## src/rtl/bcd_display_ctrl_pkg.sv

```systemverilog
// bcd_display_ctrl_pkg: shared widths, limits and FSM encoding for the BCD display controller
package bcd_display_ctrl_pkg;
  localparam int VALUE_W = 14;
  localparam int NDIGITS = 4;
  localparam int MAX_DEC = 9999;
  localparam int CNT_W = 4;
  localparam logic [4*NDIGITS-1:0] DIGITS_MAX = 16'h9999;
  typedef enum logic [1:0] {
    IDLE   = 2'd0,
    CONV   = 2'd1,
    UPDATE = 2'd2
  } state_t;
endpackage

```

## src/rtl/bcd_add3.sv

```systemverilog
// bcd_add3: double-dabble nibble correction, adds 3 to any BCD nibble of 5 or more
module bcd_add3 (
  input  logic [3:0] din,
  output logic [3:0] dout
);
  assign dout = (din >= 4'd5) ? din + 4'd3 : din;
endmodule

```

## src/rtl/bcd_display_ctrl.sv

```systemverilog
// bcd_display_ctrl: 14-bit binary to 4-digit BCD converter with a multiplexed, optionally zero-blanked display scan
module bcd_display_ctrl
  import bcd_display_ctrl_pkg::*;
#(
  parameter int SCAN_DIV = 50000,
  parameter bit BLANK_LZ = 1'b1
) (
  input  logic               clk,
  input  logic               rst,
  input  logic               in_valid,
  input  logic [VALUE_W-1:0] value,
  output logic               in_ready,
  output logic               done,
  output logic               ovf,
  output logic [3:0]         A,
  output logic [3:0]         B,
  output logic [3:0]         C,
  output logic [3:0]         D,
  output logic [NDIGITS-1:0] an_n,
  output logic [3:0]         digit
);
  state_t state_q, state_d;
  logic [VALUE_W-1:0] sr_q, sr_d;
  logic [4*NDIGITS-1:0] acc_q, acc_d, acc_adj, digits_q, digits_d;
  logic [CNT_W-1:0] cnt_q, cnt_d;
  logic big_q, big_d, ovf_q, ovf_d, done_q, done_d, rdy_q, rdy_d;
  logic [15:0] presc_q, presc_d;
  logic [1:0] slot_q, slot_d;
  logic wrap, blank;
  for (genvar i = 0; i < NDIGITS; i++) begin : g_add3
    bcd_add3 u_add3 (.din(acc_q[4*i +: 4]), .dout(acc_adj[4*i +: 4]));
  end
  // FSM state register
  always_ff @(posedge clk or negedge rst)
    if (!rst) state_q <= IDLE;
    else state_q <= state_d;
  // FSM next state: accept in IDLE, 14 shift steps in CONV, one load cycle in UPDATE
  always_comb begin
    state_d = state_q == IDLE ? (in_valid ? CONV : IDLE) :
              state_q == CONV ? (cnt_q == CNT_W'(VALUE_W - 1) ? UPDATE : CONV) : IDLE;
  end
  // FSM outputs, registered so ready and done rise together on the return to IDLE
  always_comb begin
    rdy_d = state_d == IDLE;
    done_d = state_q == UPDATE;
  end
  // conversion datapath: capture, add-3 and shift, then load the held digits
  always_comb begin
    sr_d = sr_q;
    acc_d = acc_q;
    cnt_d = cnt_q;
    big_d = big_q;
    digits_d = digits_q;
    ovf_d = ovf_q;
    if (state_q == IDLE && in_valid) begin
      sr_d = value;
      acc_d = '0;
      cnt_d = '0;
      big_d = value > VALUE_W'(MAX_DEC);
    end else if (state_q == CONV) begin
      {acc_d, sr_d} = {acc_adj, sr_q} << 1;
      cnt_d = cnt_q + 1'b1;
    end else if (state_q == UPDATE) begin
      digits_d = big_q ? DIGITS_MAX : acc_q;
      ovf_d = big_q;
    end
  end
  // datapath and output registers
  always_ff @(posedge clk or negedge rst)
    if (!rst) begin
      sr_q <= '0;
      acc_q <= '0;
      cnt_q <= '0;
      big_q <= 1'b0;
      digits_q <= '0;
      ovf_q <= 1'b0;
      done_q <= 1'b0;
      rdy_q <= 1'b1;
    end else begin
      sr_q <= sr_d;
      acc_q <= acc_d;
      cnt_q <= cnt_d;
      big_q <= big_d;
      digits_q <= digits_d;
      ovf_q <= ovf_d;
      done_q <= done_d;
      rdy_q <= rdy_d;
    end
  // scan prescaler and slot advance, free-running regardless of the FSM
  always_comb begin
    wrap = presc_q == 16'(SCAN_DIV - 1);
    presc_d = wrap ? '0 : presc_q + 16'd1;
    slot_d = wrap ? slot_q + 2'd1 : slot_q;
  end
  // scan registers
  always_ff @(posedge clk or negedge rst)
    if (!rst) begin
      presc_q <= '0;
      slot_q <= '0;
    end else begin
      presc_q <= presc_d;
      slot_q <= slot_d;
    end
  // slot decode: a slot is blanked when its digit and all higher digits are zero
  always_comb begin
    digit = digits_q[{slot_q, 2'b00} +: 4];
    blank = BLANK_LZ && slot_q != 2'd0 && (digits_q >> {slot_q, 2'b00}) == '0;
    an_n = blank ? '1 : ~(NDIGITS'(1) << slot_q);
  end
  assign {A, B, C, D} = digits_q;
  assign in_ready = rdy_q;
  assign done = done_q;
  assign ovf = ovf_q;
endmodule

```

## config.mk

```make
export PLATFORM = sky130hd
export DESIGN_NAME = bcd_display_ctrl
export DESIGN_NICKNAME = d
export VERILOG_FILES = /design/src/rtl/bcd_display_ctrl_pkg.sv /design/src/rtl/bcd_add3.sv /design/src/rtl/bcd_display_ctrl.sv
export SDC_FILE = /design/constraint.sdc
export NUM_CORES = 1
export LEC_CHECK = 0
export CORE_MARGIN = 2
export CORE_UTILIZATION = 26
export CTS_CLUSTER_DIAMETER = 120
export DETAILED_ROUTE_END_ITERATION = 8
export DONT_BUFFER_PORTS = 1
export PLACE_DENSITY = 0.43
export SLEW_MARGIN = 20
export SYNTH_ARGS = -nofsm -noshare
export SYNTH_HDL_FRONTEND = slang
export SYNTH_SLANG_ARGS = --single-unit
```

## constraint.sdc

```tcl
create_clock -name clk -period 4.76 [get_ports clk]
set_input_delay 0.952 -clock clk [delete_from_list [all_inputs] [get_ports clk]]
set_output_delay 0.952 -clock clk [all_outputs]
set_load 0.03 [all_outputs]
```

======== Word-level counts from Yosys, hierarchy flattened ========
Index checks and enable logic that the tools add are counted.
W data, S select, Z words.
cells by class
  $add $sub $neg .......................... 7
  multipliers ............................. 0
  divide/modulo/power cells ............... 0
  order comparisons ....................... 5
  equal/unequal tests ..................... 4
  shift-type cells ........................ 3
  mux-type cells .......................... 17
  bitwise gates (word level) .............. 3
  reduce and logical (&&, ||, !) cells .... 8
operator list
  operator                 count
  $mux W16                 4
  $mux W14                 2
  $mux W4                  6
  $add A16 B1 Y16 const B  1
  $eq A16 B16 Y1 const B   1
  $ge A4 B3 Y1 const B     4
  $logic_not A16 Y1        1
  $shiftx A16 B5 Y4        1
  $shr A16 B4 Y16          1
  $gt A14 B14 Y1 const B   1
  $add A4 B2 Y4 const B    3
  $mux W2                  3
  $add A4 B1 Y4 const B    1
  $eq A4 B4 Y1 const B     1
  $logic_not A2 Y1         2
  $not A4 Y4               1
  $reduce_bool A2 Y1       2
  $shl A1 B2 Y4 const A    1
  $add A3 B2 Y3 const B    1
  $mux W3                  1
  $reduce_and A3 Y1        1
  $add A2 B1 Y2 const B    1
  $eq A2 B1 Y1 const B     1
  $eq A2 B2 Y1 const B     1
  3 further kinds          5
storage, ports and cells
  flip-flop bits (word level) ............. 74
  latch bits .............................. 0
  bits in writable memories ............... 0
  memory bits (read-only) ................. 0
  input port bits ......................... 17
  output and inout port bits .............. 27
  memories ................................ 0

======== Depth between registers and ports, before layout ========
Gate-level depths: netlist (run 1).
  word-level depth ........................ 5
  gate-level depth with buffers ........... 7
  mapped depth without buffers ............ 6

======== Cells and area by module ========
From an unflattened synthesis (run 1), not the netlist that was laid out.
unflattened totals
  cells, all modules ...................... 410
  area, all modules ....................... 3738.6 µm²
by module, submodules not included
  module            instances  cells an instance  area an instance (µm²)  sequential area each (µm²)
  bcd_display_ctrl  1          346                3333.2                  1853.0
  bcd_add3          4          16                 101.3                   0.0

======== Worst setup path after synthesis (run 1) ========
No wires, ideal clock.
  path kind ............................... reg2out
  start ................................... reg digits_q[13]
  end ..................................... out an_n[1]
  arrival time ............................ 2.166 ns
  required time ........................... 3.808 ns
  path slack .............................. 1.642 ns
  stages on the path, launching flop included .. 4
  buffers on the path ..................... 0
  path through ............................ dfrtp_1 -> mux4_2 -> or4_4 -> o21ai_1
on the way
  longest elaborated chain between the ends .. 4
RTL lines
  element                   line                     text
  start: declaration        bcd_display_ctrl.sv:24   logic [4*NDIGITS-1:0] acc_q, acc_d, acc_adj, digits_q, digits_d;
  start signal: assignment  bcd_display_ctrl.sv:84   digits_q <= digits_d;
  $shr A16 B4 Y16           bcd_display_ctrl.sv:107  blank = BLANK_LZ && slot_q != 2'd0 && (digits_q >> {slot_q, 2'b00}) == '0;
  $logic_not A16 Y1         bcd_display_ctrl.sv:107
  $logic_and A1 B1 Y1       bcd_display_ctrl.sv:107
  $mux W4                   bcd_display_ctrl.sv:108  an_n = blank ? '1 : ~(NDIGITS'(1) << slot_q);
  end: declaration          bcd_display_ctrl.sv:19   output logic [NDIGITS-1:0] an_n,
Every way passes these cells.

======== Final worst setup path (run 1) ========
  start ................................... reg digits_q[5]
  end ..................................... out an_n[2]
Same word-level chain as after synthesis.

==> impl_summary.md, run 1 <==
Power
The design internal power is approximately 1.5 mW. The share of total power dissipated in sequential elements is between 40 and 50%. The switching power share of the total is 40.5%.

Per report_power, the combinational group accounts for roughly 28% of the total. The power density relative to cell area is a little over 600 nW/um^2. Summed over all nets, the switching power comes to slightly above 1 mW. The static leakage is roughly 1.7 nW. The clock network accounts for approximately a quarter of the total power. The sum of internal, switching and leakage power is 2.52 mW. IR analysis of the VDD net gives a maximum drop of 0.216 mV.

Logic synthesis
The Yosys step of the flow raised 0 warnings. The part of the Yosys area used for sequential elements is approximately half. After synthesis, the netlist uses 40 different library cells. The synthesized design contains 74 register bits. The synthesized area per cell is between 10 and 15 sq um. The share of flip-flops with an asynchronous set or reset is 100%. The number of nets handed over by synthesis was 391. After synthesis the cells add up to 3610 sq um. The synthesized instance count is around 360. The top flip-flop cell by instance count after synthesis is sky130_fd_sc_hd__dfrtp_1. The synthesized design contains 0 enable-type register cells.

Finish
The number of antenna diodes in the final layout is 0. Leaving out filler cells and counting taps, the final layout contains between 500 and 600. The filler cell count is between 1,000 and 1,500. In the final design database the tool counted ~390 nets. From synthesis to final layout, the design area changed by 12.1%.

The final core utilization is about 30%. In the final layout, the share of cells above drive strength 1 is 8.12%.

Detailed routing
The number of vias per cell after detailed routing is 4.74. The number of nets with antenna violations after detailed routing is 0. The final route contains approximately 2,500 vias.

The first-iteration detailed-routing DRC count is around 160. The final layout contains routed wiring with a total length of 8280 um. The number of DRC violations after detailed routing is 0. Dividing the detail-routed wire length by the instance count gives 15.4 um. The first TritonRoute pass finished after 4 iterations.

Critical path
STA classifies the critical path endpoint as a primary output. The critical path in this run is classified as flip-flop to primary output. Of all nets on the critical path, the largest fanout is 4. The worst setup path is launched from a flip-flop. Data on the critical path is required at its endpoint by 3.81 ns. The signal arrival time at the worst endpoint is between 2 and 3 ns.

Timing
The total setup violations reported at the end of the flow is 0. Setup repair after global routing left no endpoint under its margin. The highest attainable clock frequency is 0.278 GHz. Counting I/O delays and the setup requirement, the final critical path takes around 3.6 ns.

The final count of hold timing violations was 0. The final worst-path cycle share is approximately 76%. The number of max-slew violations in the final report was 0.

Across the routed clock network, the largest skew measured is 0.00812 ns. The worst max-slew margin expressed relative to the limit is 30.4%. The slack of the critical path is 1.16 ns. The measured slew at the worst slew-check pin is around 1.0 ns. The total negative setup slack is 0 ns.

Run
The count of max-cap constraint violations is 0.

Floorplanning
The total area inside the core boundary comes to 13,700 sq um. The number of primary I/O pins is 44. The initial cell density of the core is between 20% and 30%. The number of cell rows is 43. The die is around 120 um wide. From bottom edge to top edge, the die measures 122 um. The die outline area is roughly 15,000 sq um.

Global routing
The number of global-route vias before repair came to 2,660. The overall global routing resource usage is between 10% and 20%. The number of antenna violations at the first check in global routing is 0. The wire length of the first global-routing pass is approximately 14,000 um. Global routing finished with a remaining overflow of 0. Entering global routing, the biggest net connects 75 pins.

Clocking
In this run the deepest clock path goes through 2 buffers. Gates resized during post-CTS repair numbered 0. The TritonCTS clock tree is done.

The tree is rooted in a sky130_fd_sc_hd__clkbuf_16. The number of levels the H-tree was split into is 3. The number of buffers inserted for hold repair after clock tree synthesis is 0. The clock reaches the later pin of the worst-skew pair after 0.34 ns. Buffers inserted during clock tree synthesis total 9. The number of clock sinks is 74. Clock-pin slew was measured on the worst setup and hold paths at approximately 0.060 ns. The number of setup buffers added after CTS is 0.

Placement
The worst setup slack after placement is roughly 1.5 ns. The port buffer count is 0. Counting tap cells, the placed design contains a total of between 500 and 600 instances.

Summed over all nets, the half-perimeter wirelength after detailed placement is about 5500 um. The global placement routability congestion is about 0.74.

Run status
The flow ran to the end, and the final reports show no timing, DRC or antenna violations.

Worst hold path
The worst hold path belongs to the class input pin to async pin.
==> power groups by stage <==
| stage | logic, mW | registers, mW | clock network, mW |
|---|---|---|---|
| 3_3_place_gp | 0.718 | 1.19 | 0 |
| 4_1_cts | 0.730 | 1.18 | 0.653 |
| 3_5_place_dp | 0.727 | 1.19 | 0 |
| 2_1_floorplan | 0.618 | 1.10 | 0 |
| 6_report | 0.720 | 1.18 | 0.625 |
| 5_1_grt | 0.835 | 1.21 | 0.675 |
==> synthesized netlist by cell type, types with 4 or more instances <==
| cell | n | area (sq um) |
|---|---|---|
| sky130_fd_sc_hd__nor2_1 | 19 | 71.3 |
| sky130_fd_sc_hd__mux2_2 | 5 | 56.3 |
| sky130_fd_sc_hd__a32o_1 | 4 | 40.0 |
| sky130_fd_sc_hd__nand2_1 | 53 | 199 |
| sky130_fd_sc_hd__nand3_1 | 21 | 105 |
| sky130_fd_sc_hd__nand4_1 | 4 | 25.0 |
| sky130_fd_sc_hd__o21ai_0 | 34 | 170 |
| sky130_fd_sc_hd__clkbuf_1 | 14 | 52.6 |
| sky130_fd_sc_hd__a22oi_1 | 12 | 90.1 |
| sky130_fd_sc_hd__dfrtp_1 | 73 | 1830 |
| sky130_fd_sc_hd__ha_1 | 15 | 188 |
| sky130_fd_sc_hd__a21oi_1 | 8 | 40.0 |
| sky130_fd_sc_hd__inv_1 | 16 | 60.1 |
| sky130_fd_sc_hd__nand2b_1 | 10 | 62.6 |
| sky130_fd_sc_hd__xor2_1 | 7 | 61.3 |
| sky130_fd_sc_hd__o31ai_1 | 13 | 97.6 |
| sky130_fd_sc_hd__xnor2_1 | 11 | 96.3 |
==> area by class of cell <==
class	instances	area, sq um	area share (%)
Clock buffer	11	243	6.00
Clock inverter	4	28.8	0.711
Inverter	16	60.1	1.48
Multi-Input combinational cell	251	1630	40.3
Sequential cell	74	1850	45.8
Tap cell	180	225	5.56
Timing Repair Buffer	1	7.51	0.185
==> kinds of logic (layout without fill, tap and decap cells) <==
logic type / count (synthesis) / count (layout) / share of synthesized area, %
and+or+nand+nor: 132 / 132 / 17.8
AOI/OAI and AO/OA: 76 / 76 / 13.0
xor gates and xnor gates: 18 / 18 / 4.37
adders and majority gates: 15 / 15 / 5.20
buffers and inverters: 34 / 32 / 3.81
muxes: 10 / 10 / 4.44
DFF: 74 / 74 / 51.3
==> cell usage in the layout (no fill, tap or decap), drive strengths merged, types with 5 or more instances in the layout <==
master | Yosys | layout
xnor2 | 11 | 11
nand2 | 53 | 53
nor2 | 19 | 19
a21oi | 8 | 8
a22oi | 12 | 12
o31ai | 13 | 13
nand3 | 21 | 21
xor2 | 7 | 7
nand2b | 10 | 10
inv | 16 | 16
o21ai | 37 | 37
dfrtp | 73 | 73
ha | 15 | 15
mux2 | 5 | 5
clkbuf | 14 | 11
==> per-layer routing <==
metal	global-route usage (%)	routed length, um	vias up
met2	19.2	3770	59
met3	4.21	463	11
li1	-	-	1245
met1	15.1	3900	1230
met5	0	0	-
met4	5.17	150	0
==> worst paths after layout <==
check	start	to	slack (ns)	cells after the start
min in group clk	sr_q[2]	sr_q[2]	0.48	2
max in group asynchronous	rst	in_ready	4.28	0
hold / removal	rst	sr_q[6]	0.30	0
setup reg to reg	state_q[1]	cnt_q[0]	2.69	5
setup / recovery	digits_q[5]	an_n[2]	1.16	3
hold reg to reg	sr_q[2]	sr_q[2]	0.48	2
==> per-stage QoR <==
step	instance area, sq um	hold slack [ns]
after global routing	4050	0.285
after floorplan	3610	0.446
after global placement	3770	0.462
after detailed placement	3770	0.465
after CTS	4050	0.287
final	4050	0.300
==> state kept, by name, indices dropped and copies added (netlist names) <==
register,cells
acc_q,16
big_q,1
cnt_q,4
digits_q,16
done,1
in_ready,1
ovf,1
presc_q,16
slot_q,2
sr_q,14
state_q,2
==> worst max-delay path, stage by stage, from the launching register on <==
cell and delay [ns]:
sky130_fd_sc_hd__dfrtp_1 0.54, sky130_fd_sc_hd__mux4_2 0.66, sky130_fd_sc_hd__or4_4 0.59, sky130_fd_sc_hd__o21ai_1 0.51
No activity file was read; power rests on OpenSTA's default activity.
==> run 2, diff against run 1 <==
Settings changed: PLACE_DENSITY 0.43 to 0.45.
Clock period 4.76 ns to 3.1 ns, I/O delays scaled along.
==> impl_summary.md, run 2 (synthesized netlist as in run 1, its figures left out) <==
Floorplanning
The number of primary I/O pins is 44. The overall die height is around 120 um. The initial utilization of the core area, before any placement, comes to 26.3%. The die is 122 um wide. The number of cell rows is between 40 and 50. The die outline area is roughly 15,000 sq um. After floorplanning, the core was sized to cover ~14,000 sq um.

Clocking
The maximum buffer depth of the clock tree is 2. The TritonCTS clock tree is done. The number of levels the H-tree was split into is 3. The number of setup buffers added after CTS is 0. The total clock buffers created by CTS is 9. For the worst-skew pair, the clock arrives at the later sink with an insertion delay of 0.33 ns. The register clock-pin slew on the reported worst setup and hold paths is 0.06 ns.

Counting every sink on the clock net gives 74. The root buffer cell is sky130_fd_sc_hd__clkbuf_16.

Critical path
For flop-to-flop paths, the worst setup slack is approximately 1.0 ns. In this run the critical register-to-register path is captured at cnt_q[0]. STA classifies the critical path startpoint as a flip-flop. The slowest stage of the critical path is the sky130_fd_sc_hd__mux4_2 cell. The largest fanout of any net on the critical path is 3. At the worst endpoint, the required time is about 2.5 ns. The category of the critical setup timing path is flip-flop to primary output. In this design, the stage delay of the slowest critical-path cell is around 0.64 ns. The kind of end point of the critical path is a primary output.

At the worst endpoint, the arrival time is about 2.4 ns. The capture point of the worst path is an_n[2]. The cell count of the worst reg-to-reg path is 5. The critical path starts at digits_q[1]. The startpoint of the worst-slack reg-to-reg timing path is state_q[1]. The signal on the critical path passes through mux4_2 -> or4_4 -> o21ai_1 -> buf_4.

Timing
Across the routed clock network, the largest skew measured is approximately 0.0055 ns. The shortest period the worst path allows is between 3 and 4 ns. The total setup violations reported at the end of the flow is 0. The number of max-slew violations in the final report is 0. The final critical path takes up a little over nine tenths of the cycle. Summed over all failing endpoints, the final setup total negative slack is 0 ns. The final count of hold timing violations is 0. Setup repair after global routing left no endpoint under its margin. Based on the critical path, the design can be clocked at up to between 0.3 and 0.4 GHz. Headroom to the max-slew limit came out at about a third. The measured slew at the worst slew-check pin is approximately 1 ns.

Global routing
The first global-routing pass estimated ~14,000 um of wire. The remaining global-route overflow is 0. The number of global-route vias before repair was ~2,700.

The largest net degree at the start of global routing is between 70 and 80. The number of antenna violations at the first check in global routing was 0. The overall global routing resource usage is 12.2%.

Finish
The post-route non-filler standard cell count is approximately 550. The post-layout instance area is 4150 sq um. The total number of nets in the final design is 394. The largest registers in the layout are acc_q: 16 flops, digits_q: 16 flops, presc_q: 16 flops.

The area growth from synthesis to layout is 15.0%. Of the cells placed in the final design, the portion with a size suffix greater than 1 is between 10 and 15%. The commonest non-fill, non-tap cell in the layout is sky130_fd_sc_hd__dfrtp_1. The number of antenna diodes is 0. The top cell types in the final layout, fill and taps aside, are sky130_fd_sc_hd__dfrtp_1, sky130_fd_sc_hd__nand2_1, sky130_fd_sc_hd__o21ai_0.

Power
Summed over all cells, the static leakage comes to between 1.5 and 2 nW. The maximum vdd drop is 0.289 mV. The power density relative to cell area is ~960 nW/um^2.

Worst hold path
The type of the worst min-delay path is input pin to async pin.

Detailed routing
In this run the remaining antenna-violating nets after routing total 0. The final route contains 2,565 vias. The pre-antenna-repair detailed-routing pass consisted of 4 iterations.

The number of vias per cell after detailed routing is about 4.7. For this run, design rule violations remaining after detail routing come to 0. Wires add up to 8320 um. The first-iteration detailed-routing DRC count is 170. After detailed routing, the average wire length per cell comes to ~15 um.

Run
Across the run, the number of max-cap violations was 0.

Run status
The run finished with clean final reports.

Placement
Counting tap cells, the placed design contains a total of 530 instances. The total cell area at the placement stage is 3830 sq um. The final HPWL from detailed placement is between 5000 and 6000 um. The global placement routability congestion is 0.760. The port buffer count is 0.
[run 2: changes by cell type in the layout (fill, tap and decap cells not counted), sizes merged]
| cell | delta |
|---|---|
| clkinvlp | -2 |
| inv | +1 |
| buf | +9 |
| clkbuf | +2 |
[run 2: area by class of cell]
| cell class | count | area [sq um] |
|---|---|---|
| Clock buffer | 13 | 260 |
| Clock inverter | 3 | 22.5 |
| Fill cell | 1432 | 9570 |
| Inverter | 16 | 60.1 |
| Multi-Input combinational cell | 251 | 1630 |
| Sequential cell | 74 | 1860 |
| Tap cell | 180 | 225 |
| Timing Repair Buffer | 10 | 95.1 |
[run 2: worst min path at each step]
| stage | slack, ns | end |
|---|---|---|
| floorplan | 0.32 | acc_q[0] |
| global placement | 0.33 | done |
| detailed placement | 0.33 | done |
| CTS | 0.12 | in_ready |
| global route | 0.11 | in_ready |
| finish | 0.13 | in_ready |
[run 2: per-layer routing]
| layer | vias to the layer above | global-route usage (%) | share of wire [%] |
|---|---|---|---|
| met3 | 11 | 4.87 | 7.1 |
| li1 | 1261 | - | - |
| met5 | - | 0 | 0 |
| met2 | 49 | 19.1 | 45 |
| met4 | 0 | 3.74 | 1.0 |
| met1 | 1244 | 15.4 | 47 |
[run 2: through the flow]
step	util [%]	total power [mW]	hold WS, ns	setup slack (ns)
floorplan	-	2.63	0.324	0.314
global placement	27.9	2.97	0.326	0.418
detailed placement	27.9	2.99	0.326	0.367
CTS	30.2	4.03	0.115	0.0176
global route	30.3	4.30	0.112	0.0109
finish	30.3	3.98	0.130	0.0993
[run 2: repair_timing]
item | 4_1_cts | 5_1_grt
setup endpoints to repair | 0 | 3
resized for setup | 0 | 4
hold endpoints to repair | 73 | 0
hold buffers | 1 | 0
[run 2: report_power, final]
part / switching [mW] / total, mW / internal (mW) / leakage [nW]
logic: 0.738 / 1.25 / 0.508 / 0.733
clock network: 0.406 / 0.996 / 0.590 / 0.140
registers: 0.454 / 1.74 / 1.28 / 0.931
[run 2: critical path: cells and delay by family, from the launching register on]
| kind | cells | cell delay, ns |
|---|---|---|
| AND/OR/NAND/NOR | 1 | 0.59 |
| flip-flops | 1 | 0.51 |
| AO/OA/AOI/OAI | 1 | 0.14 |
| multiplexers | 1 | 0.64 |
| buffers and inverters | 1 | 0.18 |
==> run 3, diff against run 2 <==
Settings changed: CTS_CLUSTER_DIAMETER 120 to unset, SETUP_SLACK_MARGIN set to 0.3.
==> impl_summary.md, run 3 (synthesized netlist as in run 1, its figures left out) <==
Run status
The flow ran to the end, and the final reports show no timing, DRC or antenna violations.

Timing
The highest attainable clock frequency is 0.336 GHz. The number of max-slew violations in the final report is 0. The shortest period the worst path allows is 2.97 ns. Setup repair after global routing could not meet its margin everywhere. The worst max-slew margin expressed relative to the limit is between 30% and 40%. The final worst-path cycle share is around 96%. Across the routed clock network, the largest skew measured is 0.00641 ns. The final count of hold timing violations is 0. The total negative setup slack is 0 ns. Setup violations remaining at the end of the flow were counted as 0. At the pin with the least slew margin, the transition time is around 1 ns.

Power
In this run, the clock network consumes 25.0% of the power. The static leakage is roughly 1.8 nW. The sequential group share of total power is 43.8%. The design draws 4.00 mW. The design internal power is about 2.4 mW. The maximum vdd drop is 0.289 mV. The switching power of the nets is between 1.5 and 2 mW.

Of the total power, the share spent switching nets is slightly above 40%. The power density relative to cell area is between 900 and 1000 nW/um^2. Per report_power, the combinational group accounts for 31.3% of the total.

Clocking
The insertion delay of the later-clocked pin in the worst-skew pair is 0.33 ns. The maximum buffer depth of the clock tree is 2. The cell sitting at the root of the clock tree is a sky130_fd_sc_hd__clkbuf_16. TritonCTS built the clock tree. Counting every sink on the clock net gives 74. TritonCTS created 9 clock buffers.

The register clock-pin slew on the reported worst setup and hold paths is approximately 0.060 ns. The number of levels the H-tree was split into is 3.

Critical path
The kind of end point of the critical path is a primary output. STA classifies the critical path startpoint as a flip-flop. The required time reported for the critical path endpoint is around 2.5 ns.

On the worst path, the slowest cell contributes a delay of roughly 0.63 ns. The worst setup path is of the flip-flop to primary output kind. The cell family with the largest share of critical-path delay is multiplexers. The largest individual stage delay along the critical path comes from the cell sky130_fd_sc_hd__mux4_2.

Along the worst path, the maximum fanout reaches 4. The signal arrival time at the worst endpoint is about 2.4 ns. The number of buffers and inverters on the critical path is 1. The critical path goes through mux4_2 -> or4_4 -> o21ai_1 -> buf_4.

Floorplanning
The initial utilization of the core area, before any placement, comes to between 20% and 30%. The die outline area is 14,800 sq um. The overall die height is ~120 um.

The number of primary I/O pins is 44. From left edge to right edge, the die measures 122 um. The core box area is between 10,000 and 15,000 sq um. The number of cell rows is 43.

Finish
The commonest non-fill, non-tap cell in the layout is sky130_fd_sc_hd__dfrtp_1. The largest registers in the layout are acc_q: 16 flops, digits_q: 16 flops, presc_q: 16 flops. Fill cells in the final layout number 1,433.

The fraction of final layout cells sized beyond drive strength 1 is a little over an eighth. The area occupied by multi-input gates is approximately 1600 sq um. Leaving out fill and tap cells, the most frequent cells in the layout are sky130_fd_sc_hd__dfrtp_1, sky130_fd_sc_hd__nand2_1, sky130_fd_sc_hd__o21ai_0. In the final layout, flip-flops and latches occupy 1860 sq um. At the end of the flow, the number of nets in the layout was 395.

The repair_antennas step left the layout with diodes totalling 0. For this run, the number of standard cells in the final layout without fillers is approximately 550. The area growth from synthesis to layout is 15.6%. The post-layout instance area is between 4000 and 5000 sq um.

Detailed routing
Detailed routing inserted a total of approximately 2,600 vias. The number of nets with antenna violations after detailed routing is 0. The number of iterations in the first detailed-routing pass is 4. The total wire length is between 8000 and 9000 um. The routed wirelength normalized by instance count is 15.3 um. The number of DRC violations after detailed routing is 0.

The first-iteration detailed-routing DRC count is 147. In the routed layout, each cell is associated on average with a via count of between 4 and 5.

Placement
Detailed placement finished with a half-perimeter wire length of approximately 5600 um. The port buffer count is 0. Including well taps, the total number of placed cells is 530.

The congestion estimate from routability-driven global placement came to 0.760. The placed instances occupy a cell area of ~3800 sq um.

Global routing
The number of global-route vias before repair is between 2,000 and 3,000. The wire length of the first global-routing pass is 14,100 um. The remaining global-route overflow is 0. The number of antenna violations at the first check in global routing was 0. For this run, the total global-route usage over all layers was measured as 12.2%. The largest net degree at the start of global routing is 74.

Run
The tool flagged a number of max-cap violations equal to 0.

Worst hold path
The type of the worst min-delay path is input pin to async pin.
-- run 3: timing repair --
item | CTS | global route
hold buffers | 1 | 0
endpoints found under the hold margin | 73 | 0
setup endpoints to repair | 3 | 3
pin swaps | 1 | 1
gates resized for setup | 8 | 2
setup buffers | 1 | 0
-- run 3: layer usage --
metal  part of all wire [%]  global-route usage, %  vias to the layer above
met5                      0                      0                        -
met4                    1.0                   3.74                        0
met2                     45                   19.2                       46
li1                       -                      -                     1264
met3                    6.6                   4.92                       11
met1                     47                   15.4                     1253
-- run 3: final timing paths --
path | from | end | slack, ns | cells after the start
worst min register to register | sr_q[6] | sr_q[6] | 0.47 | 2
worst max register to register | state_q[1] | cnt_q[0] | 1.04 | 5
worst max-delay path | digits_q[13] | an_n[1] | 0.13 | 4
max in group asynchronous | rst | digits_q[0] | 2.59 | 1
min in group clk | value[0] | sr_q[0] | 0.39 | 2
worst min-delay path | rst | in_ready | 0.13 | 0
-- run 3: area by class of cell --
class | instances | share of cell area, %
sequential | 74 | 44.6
multi-input combinational | 251 | 39.3
clock buffer | 13 | 6.24
tap | 180 | 5.40
timing repair buffer | 11 | 2.46
inverter | 16 | 1.44
clock inverter | 3 | 0.540
-- run 3: power groups by stage --
stage,sequential [mW],combinational [mW],clock [mW]
after floorplan,1.68,0.949,0
after global placement,1.75,1.22,0
after detailed placement,1.76,1.23,0
after CTS,1.75,1.26,1.03
after global routing,1.80,1.45,1.07
final,1.75,1.25,0.997
-- run 3: metrics by stage --
stage               utilization, %  hold WS [ns]  setup slack (ns)
floorplan                        -         0.324             0.314
global placement              27.9         0.326             0.418
detailed placement            27.9         0.326             0.367
CTS                           30.3         0.115             0.127
global route                  30.4         0.112            0.0594
finish                        30.4         0.130             0.126
